$ cat src/rtl/forward_ctrl_if.sv
// ============================================================================
// Module : forward_ctrl_if
// Brief  : EX/ID hazard-information bundle and forward/stall results
// Rev    : 1.0  initial release
// ============================================================================
`default_nettype none

interface forward_ctrl_if #(
  parameter int CNT_W = 32
);
  logic             i_hold;
  logic             i_ex_valid;
  logic             i_flush_ex;
  logic [4:0]       i_ex_rd;
  logic             i_ex_rd_wren;
  logic             i_ex_is_load;
  logic [4:0]       i_ex_rs1;
  logic [4:0]       i_ex_rs2;
  logic [4:0]       i_id_rs1;
  logic [4:0]       i_id_rs2;
  logic             i_id_rs1_used;
  logic             i_id_rs2_used;
  logic [1:0]       o_forward_a;
  logic [1:0]       o_forward_b;
  logic             o_load_use_stall;
  logic [CNT_W-1:0] o_fwd_count;
  logic [CNT_W-1:0] o_stall_count;

  // Pipeline side: supplies stage info, consumes mux selects and stall
  modport master (
    output i_hold, i_ex_valid, i_flush_ex, i_ex_rd, i_ex_rd_wren, i_ex_is_load,
    output i_ex_rs1, i_ex_rs2, i_id_rs1, i_id_rs2, i_id_rs1_used, i_id_rs2_used,
    input  o_forward_a, o_forward_b, o_load_use_stall, o_fwd_count, o_stall_count
  );

  modport slave (
    input  i_hold, i_ex_valid, i_flush_ex, i_ex_rd, i_ex_rd_wren, i_ex_is_load,
    input  i_ex_rs1, i_ex_rs2, i_id_rs1, i_id_rs2, i_id_rs1_used, i_id_rs2_used,
    output o_forward_a, o_forward_b, o_load_use_stall, o_fwd_count, o_stall_count
  );
endinterface

`default_nettype wire

$ cat src/rtl/forward_ctrl.sv
// ============================================================================
// Module : forward_ctrl
// Brief  : EX operand forwarding selects, load-use stall and perf counters
// Rev    : 1.0  initial release
// ============================================================================
`default_nettype none

module forward_ctrl #(
  parameter int CNT_W             = 32,
  parameter int LOAD_FWD_FROM_MEM = 0
) (
  input  wire            i_clk,
  input  wire            i_reset,
  forward_ctrl_if.slave  bus
);

  localparam logic             c_load_fwd = (LOAD_FWD_FROM_MEM != 0);
  localparam logic [CNT_W-1:0] c_one      = {{(CNT_W-1){1'b0}}, 1'b1};
  localparam logic [1:0]       c_sel_rf   = 2'b00;
  localparam logic [1:0]       c_sel_mem  = 2'b01;
  localparam logic [1:0]       c_sel_wb   = 2'b10;

  typedef struct packed {
    logic       valid;
    logic [4:0] rd;
    logic       wren;
    logic       is_load;
  } shadow_t;

  shadow_t          r_mem;
  shadow_t          r_wb;
  logic [CNT_W-1:0] r_fwd_cnt;
  logic [CNT_W-1:0] r_stall_cnt;

  logic       w_mem_ok;
  logic       w_wb_ok;
  logic       w_hit_mem_a, w_hit_mem_b, w_hit_wb_a, w_hit_wb_b;
  logic [1:0] w_sel_a, w_sel_b;
  logic       w_stall;
  logic       w_fwd_any;

  function automatic logic f_dep(input logic [4:0] r, input logic [4:0] rs1,
                                 input logic [4:0] rs2, input logic u1,
                                 input logic u2);
    return (r != 5'd0) && ((u1 && rs1 == r) || (u2 && rs2 == r));
  endfunction

  always_comb begin
    // A load still in MEM has no data yet unless the memory returns it there
    w_mem_ok    = r_mem.valid & r_mem.wren & (r_mem.rd != 5'd0) &
                  (c_load_fwd | ~r_mem.is_load);
    w_wb_ok     = r_wb.valid & r_wb.wren & (r_wb.rd != 5'd0);
    w_hit_mem_a = w_mem_ok & (r_mem.rd == bus.i_ex_rs1);
    w_hit_mem_b = w_mem_ok & (r_mem.rd == bus.i_ex_rs2);
    w_hit_wb_a  = w_wb_ok  & (r_wb.rd  == bus.i_ex_rs1);
    w_hit_wb_b  = w_wb_ok  & (r_wb.rd  == bus.i_ex_rs2);

    w_sel_a = c_sel_rf;
    w_sel_b = c_sel_rf;
    if (bus.i_ex_valid && !i_reset) begin
      w_sel_a = w_hit_mem_a ? c_sel_mem : (w_hit_wb_a ? c_sel_wb : c_sel_rf);
      w_sel_b = w_hit_mem_b ? c_sel_mem : (w_hit_wb_b ? c_sel_wb : c_sel_rf);
    end

    // Flushed EX load never stalls; second term covers the extra WB-only cycle
    w_stall = ~i_reset & (
                (bus.i_ex_valid & ~bus.i_flush_ex & bus.i_ex_is_load &
                 bus.i_ex_rd_wren &
                 f_dep(bus.i_ex_rd, bus.i_id_rs1, bus.i_id_rs2,
                       bus.i_id_rs1_used, bus.i_id_rs2_used)) |
                (~c_load_fwd & r_mem.valid & r_mem.is_load & r_mem.wren &
                 f_dep(r_mem.rd, bus.i_id_rs1, bus.i_id_rs2,
                       bus.i_id_rs1_used, bus.i_id_rs2_used)));

    w_fwd_any = bus.i_ex_valid & ((w_sel_a != c_sel_rf) | (w_sel_b != c_sel_rf));
  end

  always_ff @(posedge i_clk or posedge i_reset) begin
    if (i_reset) begin
      r_mem       <= '0;
      r_wb        <= '0;
      r_fwd_cnt   <= '0;
      r_stall_cnt <= '0;
    end else if (!bus.i_hold) begin
      r_mem.valid   <= bus.i_ex_valid & ~bus.i_flush_ex;
      r_mem.rd      <= bus.i_ex_rd;
      r_mem.wren    <= bus.i_ex_rd_wren;
      r_mem.is_load <= bus.i_ex_is_load;
      r_wb          <= r_mem;
      if (w_fwd_any && (r_fwd_cnt != '1)) begin
        r_fwd_cnt <= r_fwd_cnt + c_one;
      end
      if (w_stall && (r_stall_cnt != '1)) begin
        r_stall_cnt <= r_stall_cnt + c_one;
      end
    end
  end

  assign bus.o_forward_a      = w_sel_a;
  assign bus.o_forward_b      = w_sel_b;
  assign bus.o_load_use_stall = w_stall;
  assign bus.o_fwd_count      = r_fwd_cnt;
  assign bus.o_stall_count    = r_stall_cnt;

endmodule

`default_nettype wire

$ cat src/flat_wrapper.sv
// flat-port wrapper written by rule: the top's interface ports become plain ports
module forward_ctrl_flat 
#(
  parameter int CNT_W             = 32,
  parameter int LOAD_FWD_FROM_MEM = 0
)
  (i_clk, i_reset, bus_i_hold, bus_i_ex_valid, bus_i_flush_ex, bus_i_ex_rd, bus_i_ex_rd_wren, bus_i_ex_is_load, bus_i_ex_rs1, bus_i_ex_rs2, bus_i_id_rs1, bus_i_id_rs2, bus_i_id_rs1_used, bus_i_id_rs2_used, bus_o_forward_a, bus_o_forward_b, bus_o_load_use_stall, bus_o_fwd_count, bus_o_stall_count);
  forward_ctrl_if #(.CNT_W(CNT_W)) bus_i ();
  input  wire i_clk;
  input  wire i_reset;
  input wire logic [$bits(bus_i.i_hold)-1:0] bus_i_hold;
  input wire logic [$bits(bus_i.i_ex_valid)-1:0] bus_i_ex_valid;
  input wire logic [$bits(bus_i.i_flush_ex)-1:0] bus_i_flush_ex;
  input wire logic [$bits(bus_i.i_ex_rd)-1:0] bus_i_ex_rd;
  input wire logic [$bits(bus_i.i_ex_rd_wren)-1:0] bus_i_ex_rd_wren;
  input wire logic [$bits(bus_i.i_ex_is_load)-1:0] bus_i_ex_is_load;
  input wire logic [$bits(bus_i.i_ex_rs1)-1:0] bus_i_ex_rs1;
  input wire logic [$bits(bus_i.i_ex_rs2)-1:0] bus_i_ex_rs2;
  input wire logic [$bits(bus_i.i_id_rs1)-1:0] bus_i_id_rs1;
  input wire logic [$bits(bus_i.i_id_rs2)-1:0] bus_i_id_rs2;
  input wire logic [$bits(bus_i.i_id_rs1_used)-1:0] bus_i_id_rs1_used;
  input wire logic [$bits(bus_i.i_id_rs2_used)-1:0] bus_i_id_rs2_used;
  output wire logic [$bits(bus_i.o_forward_a)-1:0] bus_o_forward_a;
  output wire logic [$bits(bus_i.o_forward_b)-1:0] bus_o_forward_b;
  output wire logic [$bits(bus_i.o_load_use_stall)-1:0] bus_o_load_use_stall;
  output wire logic [$bits(bus_i.o_fwd_count)-1:0] bus_o_fwd_count;
  output wire logic [$bits(bus_i.o_stall_count)-1:0] bus_o_stall_count;
  assign bus_i.i_hold = bus_i_hold;
  assign bus_i.i_ex_valid = bus_i_ex_valid;
  assign bus_i.i_flush_ex = bus_i_flush_ex;
  assign bus_i.i_ex_rd = bus_i_ex_rd;
  assign bus_i.i_ex_rd_wren = bus_i_ex_rd_wren;
  assign bus_i.i_ex_is_load = bus_i_ex_is_load;
  assign bus_i.i_ex_rs1 = bus_i_ex_rs1;
  assign bus_i.i_ex_rs2 = bus_i_ex_rs2;
  assign bus_i.i_id_rs1 = bus_i_id_rs1;
  assign bus_i.i_id_rs2 = bus_i_id_rs2;
  assign bus_i.i_id_rs1_used = bus_i_id_rs1_used;
  assign bus_i.i_id_rs2_used = bus_i_id_rs2_used;
  assign bus_o_forward_a = bus_i.o_forward_a;
  assign bus_o_forward_b = bus_i.o_forward_b;
  assign bus_o_load_use_stall = bus_i.o_load_use_stall;
  assign bus_o_fwd_count = bus_i.o_fwd_count;
  assign bus_o_stall_count = bus_i.o_stall_count;
  forward_ctrl #(.CNT_W(CNT_W), .LOAD_FWD_FROM_MEM(LOAD_FWD_FROM_MEM)) u_core (.i_clk(i_clk), .i_reset(i_reset), .bus(bus_i));
endmodule
$ cat config.mk
export PLATFORM = sky130hd
export DESIGN_NAME = forward_ctrl_flat
export DESIGN_NICKNAME = d
export VERILOG_FILES = /design/src/rtl/forward_ctrl_if.sv /design/src/rtl/forward_ctrl.sv /design/src/flat_wrapper.sv
export SDC_FILE = /design/constraint.sdc
export NUM_CORES = 1
export LEC_CHECK = 0
export ABC_AREA = 1
export CORE_UTILIZATION = 58
export DETAILED_ROUTE_END_ITERATION = 8
export PLACE_DENSITY = 0.87
export SKIP_CTS_REPAIR_TIMING = 1
export SYNTH_ARGS = -nofsm -noshare
export SYNTH_HDL_FRONTEND = slang
export SYNTH_SLANG_ARGS = --single-unit
export TNS_END_PERCENT = 30
$ cat constraint.sdc
create_clock -name i_clk -period 5.55 [get_ports i_clk]
set_input_delay 1.11 -clock i_clk [delete_from_list [all_inputs] [get_ports i_clk]]
set_output_delay 1.11 -clock i_clk [all_outputs]
set_load 0.05 [all_outputs]
* Word-level counts from Yosys, hierarchy flattened *
Cells that the tools add are included.

operators by class
  $mul = 0
  magnitude comparators = 0
  divide/modulo/power cells = 0
  multiplexer cells = 6
  eq/ne operators = 10
  shift operators = 0
  reduce and logical (&&, ||, !) cells = 19
  bitwise logic cells = 24
  $add $sub $neg = 2

operators with widths
  kind                     number
  $add A32 B1 Y32 const B  2
  $ne A32 B32 Y1 const B   2
  $eq A5 B5 Y1             8
  $and A1 B1 Y1            18
  $reduce_bool A5 Y1       3
  $mux W2                  6
  $logic_and A1 B1 Y1      9
  $not A1 Y1               4
  $reduce_and A2 Y1        2
  $reduce_bool A2 Y1       2
  $logic_or A1 B1 Y1       2
  $or A1 B1 Y1             2
  $logic_not A1 Y1         1

storage, ports and cells
  memory bits (writable) = 0
  memories = 0
  latch bits = 0
  register bits = 79
  ROM bits = 0

* Longest topological paths before layout *
  word-level depth = 11
  gate-level depth with buffers = 16

* Worst setup path before layout *
OpenSTA, ideal clock, no wires.

  path kind = input to output
  from = input i_reset
  to = output bus_o_forward_b[1]
  data required time = 4.440 ns
  arrival = 3.296 ns
  stages on the path = 7
  setup slack = 1.144 ns
  path buffers = 0
  path through = inv_2 -> nand2_1 -> nor2_1 -> nand2_1 -> nor2_1 -> nand3_1 -> nor2_1

on the way
  longest elaborated chain between the ends = 3

ends and longest elaborated chain
  element              line                text
  start, declared      flat_wrapper.sv:10  input wire i_reset;
  $logic_not A1 Y1     forward_ctrl.sv:60  if (bus.i_ex_valid && !i_reset) begin
  $logic_and A1 B1 Y1  forward_ctrl.sv:60
  $mux W2              forward_ctrl.sv:60
  end, declared        flat_wrapper.sv:24  output wire logic [$bits(bus_i.o_forward_b)-1:0] bus_o_forward_b;

Every way passes these cells.

* Worst setup path in the final report *
  from = input bus_i_ex_valid
  to = output bus_o_load_use_stall

on the way
  longest elaborated chain between the ends = 6

ends and longest elaborated chain
  element                     line                text
  start, declared             flat_wrapper.sv:12  input wire logic [$bits(bus_i.i_ex_valid)-1:0] bus_i_ex_valid;
  $and A1 B1 Y1 (3 in a row)  forward_ctrl.sv:67  (bus.i_ex_valid & ~bus.i_flush_ex & bus.i_ex_is_load &
  $and A1 B1 Y1               forward_ctrl.sv:68  bus.i_ex_rd_wren &
  $or A1 B1 Y1                forward_ctrl.sv:70  bus.i_id_rs1_used, bus.i_id_rs2_used)) |
  $and A1 B1 Y1               forward_ctrl.sv:66  w_stall = ~i_reset & (
  end, declared               flat_wrapper.sv:25  output wire logic [$bits(bus_i.o_load_use_stall)-1:0] bus_o_load_use_stall;

Every way passes these cells.

==> impl_metrics.tcl <==
set metrics [dict create \
    status "finished, final reports clean" \
    netlist_area_um2 5900 \
    die-area_um2 10600 \
    final_area_um2 7130 \
    criticalPathCategory "input pin to primary output" \
    ant_nets 0 \
    std_cell_rows 36 \
    first_pass_iters 5 \
    max-cap-violations 0 \
    power_uw 1180 \
    syn_inst 912 \
    path_max_fanout 3 \
    cts_buffers 9 \
    die_y_um 103 \
    r2r_cells 11 \
    final_common_cell "nand2_1" \
    grt_pass1_vias 5424 \
    clockBufferDepth 2 \
    drtIter0Drc 365 \
    cts_tree "done" \
    synthMuxAreaShare_pct 0 \
    worstPathRequired_ns 4.44 \
    wl_per_cell_um 13.8 \
    ios 103 \
    antenna_found_initial 0 \
    critPathLaunchType "input pin" \
    avgSynthCellArea_um2 6.47 \
    cts.sink_count 79 \
    synth_top_cell_by_area "dfrtp_1" \
    syn_nets 948 \
    drc_errors 0 \
    async_flop_share_pct 100 \
    track_usage_pct 31.4 \
    dpl_cell_area_um2 6940 \
    hold_viol 0 \
    cp-end-kind "primary output" \
    io_buffer_count 102 \
    synth-edff-count 0 \
    totalWireLength_um 15700 \
    p_leak_uw 0.00348 \
    synth-seq-cells 79 \
    worstSkewPairLatency_ns 0.36 \
    holdPathStages 2 \
    yosys.area_share.simple_pct 46.7 \
    tightest_slew_ns 0.861 \
    tns_ns 0 \
    area_growth_pct 20.7 \
    synth.distinct_cells 31 \
    h-tree-depth 3 \
    p_per_area_nw_per_um2 166 \
    via_per_inst 5.34 \
    synthXorXnorAreaFrac_pct 7.57 \
    post-dp-hpwl_um 11600 \
    placed_cells_incl_taps 1127 \
    crit_arrival_ns 3.46 \
    rrSetupSlack_ns 3.20 \
    setup_viol 0 \
    final_cell_mix "nand2_1, nor2_1, clkdlybuf4s50_1" \
    route.vias.total 6099 \
    coreArea_um2 9820 \
    hold_class "flip-flop to flip-flop" \
    ir_worst_vdd_v 0.000139 \
    drive_gt1_share_pct 5.64 \
    grt_pass1_wl_um 26000 \
    grt_start_max_net_pins 71 \
    synth_area_leaders "dfrtp_1, nand2_1, nor2_1" \
    antennaDiodeCount 0 \
    synth-compound-area-share_pct 2.20 \
    synthAdderAreaFrac_pct 0.424 \
    initial_core_util_pct 60.1 \
    n_fill_cell 865 \
    fin_util_pct 72.6 \
    synth.top_cell.area_share_pct 33.5 \
    gp_congestion 0.979 \
    min_period_ns 4.57 \
    slew-limit-headroom_pct 42.6 \
    timing.final.crit_share_pct 82.3 \
    max_clock_freq_mhz 219 \
    synth_top_family_by_area "simple AND/OR/NAND/NOR gates" \
    ys_warn_count 0 \
    grt_setup_unrepaired "false" \
    grt_overflow 0 \
    stdcell_count 1143 \
    finalMaxSlewViolations 0 \
    root_buffer "clkbuf_8" \
    die_w_um 103 \
    nNetsFinal 1041 \
    skew_ns 0.0120 \
    ys_seq_area_share_pct 33.5 \
    synth_ff_type "dfrtp_1" \
    path_clk_slew_ns 0.08 \
]
[registers in the layout, summed over array words and instances (netlist names)]
signal / flops
u_core.bus.o_fwd_count: 32
u_core.bus.o_stall_count: 32
u_core.r_mem: 8
u_core.r_wb: 7
[cells by family (layout without fill, tap and decap cells)]
| family | Yosys count | in the layout |
|---|---|---|
| simple gates | 626 | 626 |
| buf+inv | 128 | 226 |
| flops | 79 | 79 |
| xor+xnor | 51 | 51 |
| compound gates | 26 | 26 |
| fa+ha+maj | 2 | 2 |
[through the flow]
step	hold slack, ns	worst slack (ns)
2_1_floorplan	0.449	1.14
3_3_place_gp	0.466	1.01
3_5_place_dp	0.466	0.998
4_1_cts	0.486	1.00
5_1_grt	0.503	0.914
6_report	0.488	0.981
[cells in the mapped netlist (6+ instances only)]
cell and count:
nor2_2 6, nor3_1 30, inv_2 10, xor2_1 37, nand2_2 8, o21ai_0 24
nand3_1 48, dfrtp_1 79, buf_6 8, inv_1 95, nand4_1 48, nor2_1 103
nand2_1 360, xnor2_1 14
[final cells by class]
cell class              count  area [um2]  share of cell area (%)
inverters                 105         395                    5.55
repair buffers            105        1040                    14.6
clock inverters             4        30.0                   0.421
well taps                 133         166                    2.33
flip-flops and latches     79        1980                    27.7
clock buffers              12         155                    2.18
multi-input cells         705        3360                    47.2
[power by group]
group          internal, uW  switching [uW]  total, uW
combinational          58.9             104        163
clock                   188             225        413
sequential              587            18.4        605
total                   834             348       1180
[routing by layer]
metal / up-vias / GRT usage, % / routed length, um
li1: 3058 / - / -
met1: 2774 / 43.3 / 7000
met2: 246 / 50.7 / 7330
met3: 21 / 5.02 / 1130
met4: 0 / 10.3 / 257
met5: - / 0 / 0
[worst paths after layout]
kind                                                        from                                       end
setup / recovery                                  bus_i_ex_valid                      bus_o_load_use_stall
hold / removal                        u_core.r_wb[7]$_DFFE_PP0N_                u_core.r_wb[7]$_DFFE_PP0N_
setup reg to reg           u_core.bus.o_fwd_count[0]$_DFFE_PP0P_    u_core.bus.o_fwd_count[11]$_DFFE_PP0P_
hold reg to reg                       u_core.r_wb[7]$_DFFE_PP0N_                u_core.r_wb[7]$_DFFE_PP0N_
max in group asynchronous                                i_reset   u_core.bus.o_stall_count[5]$_DFFE_PP0P_
min in group asynchronous                                i_reset  u_core.bus.o_stall_count[28]$_DFFE_PP0P_
[critical path, cell delays in order]
cell and delay, ns:
clkdlybuf4s50_1 0.52, inv_1 0.10, or2_1 0.24, nor3_1 0.14, o21ai_1 0.09, inv_1 0.05, nand2_1 0.09, a21oi_1 0.25
clkdlybuf4s50_1 0.86
No activity file was read; power rests on OpenSTA's default activity.
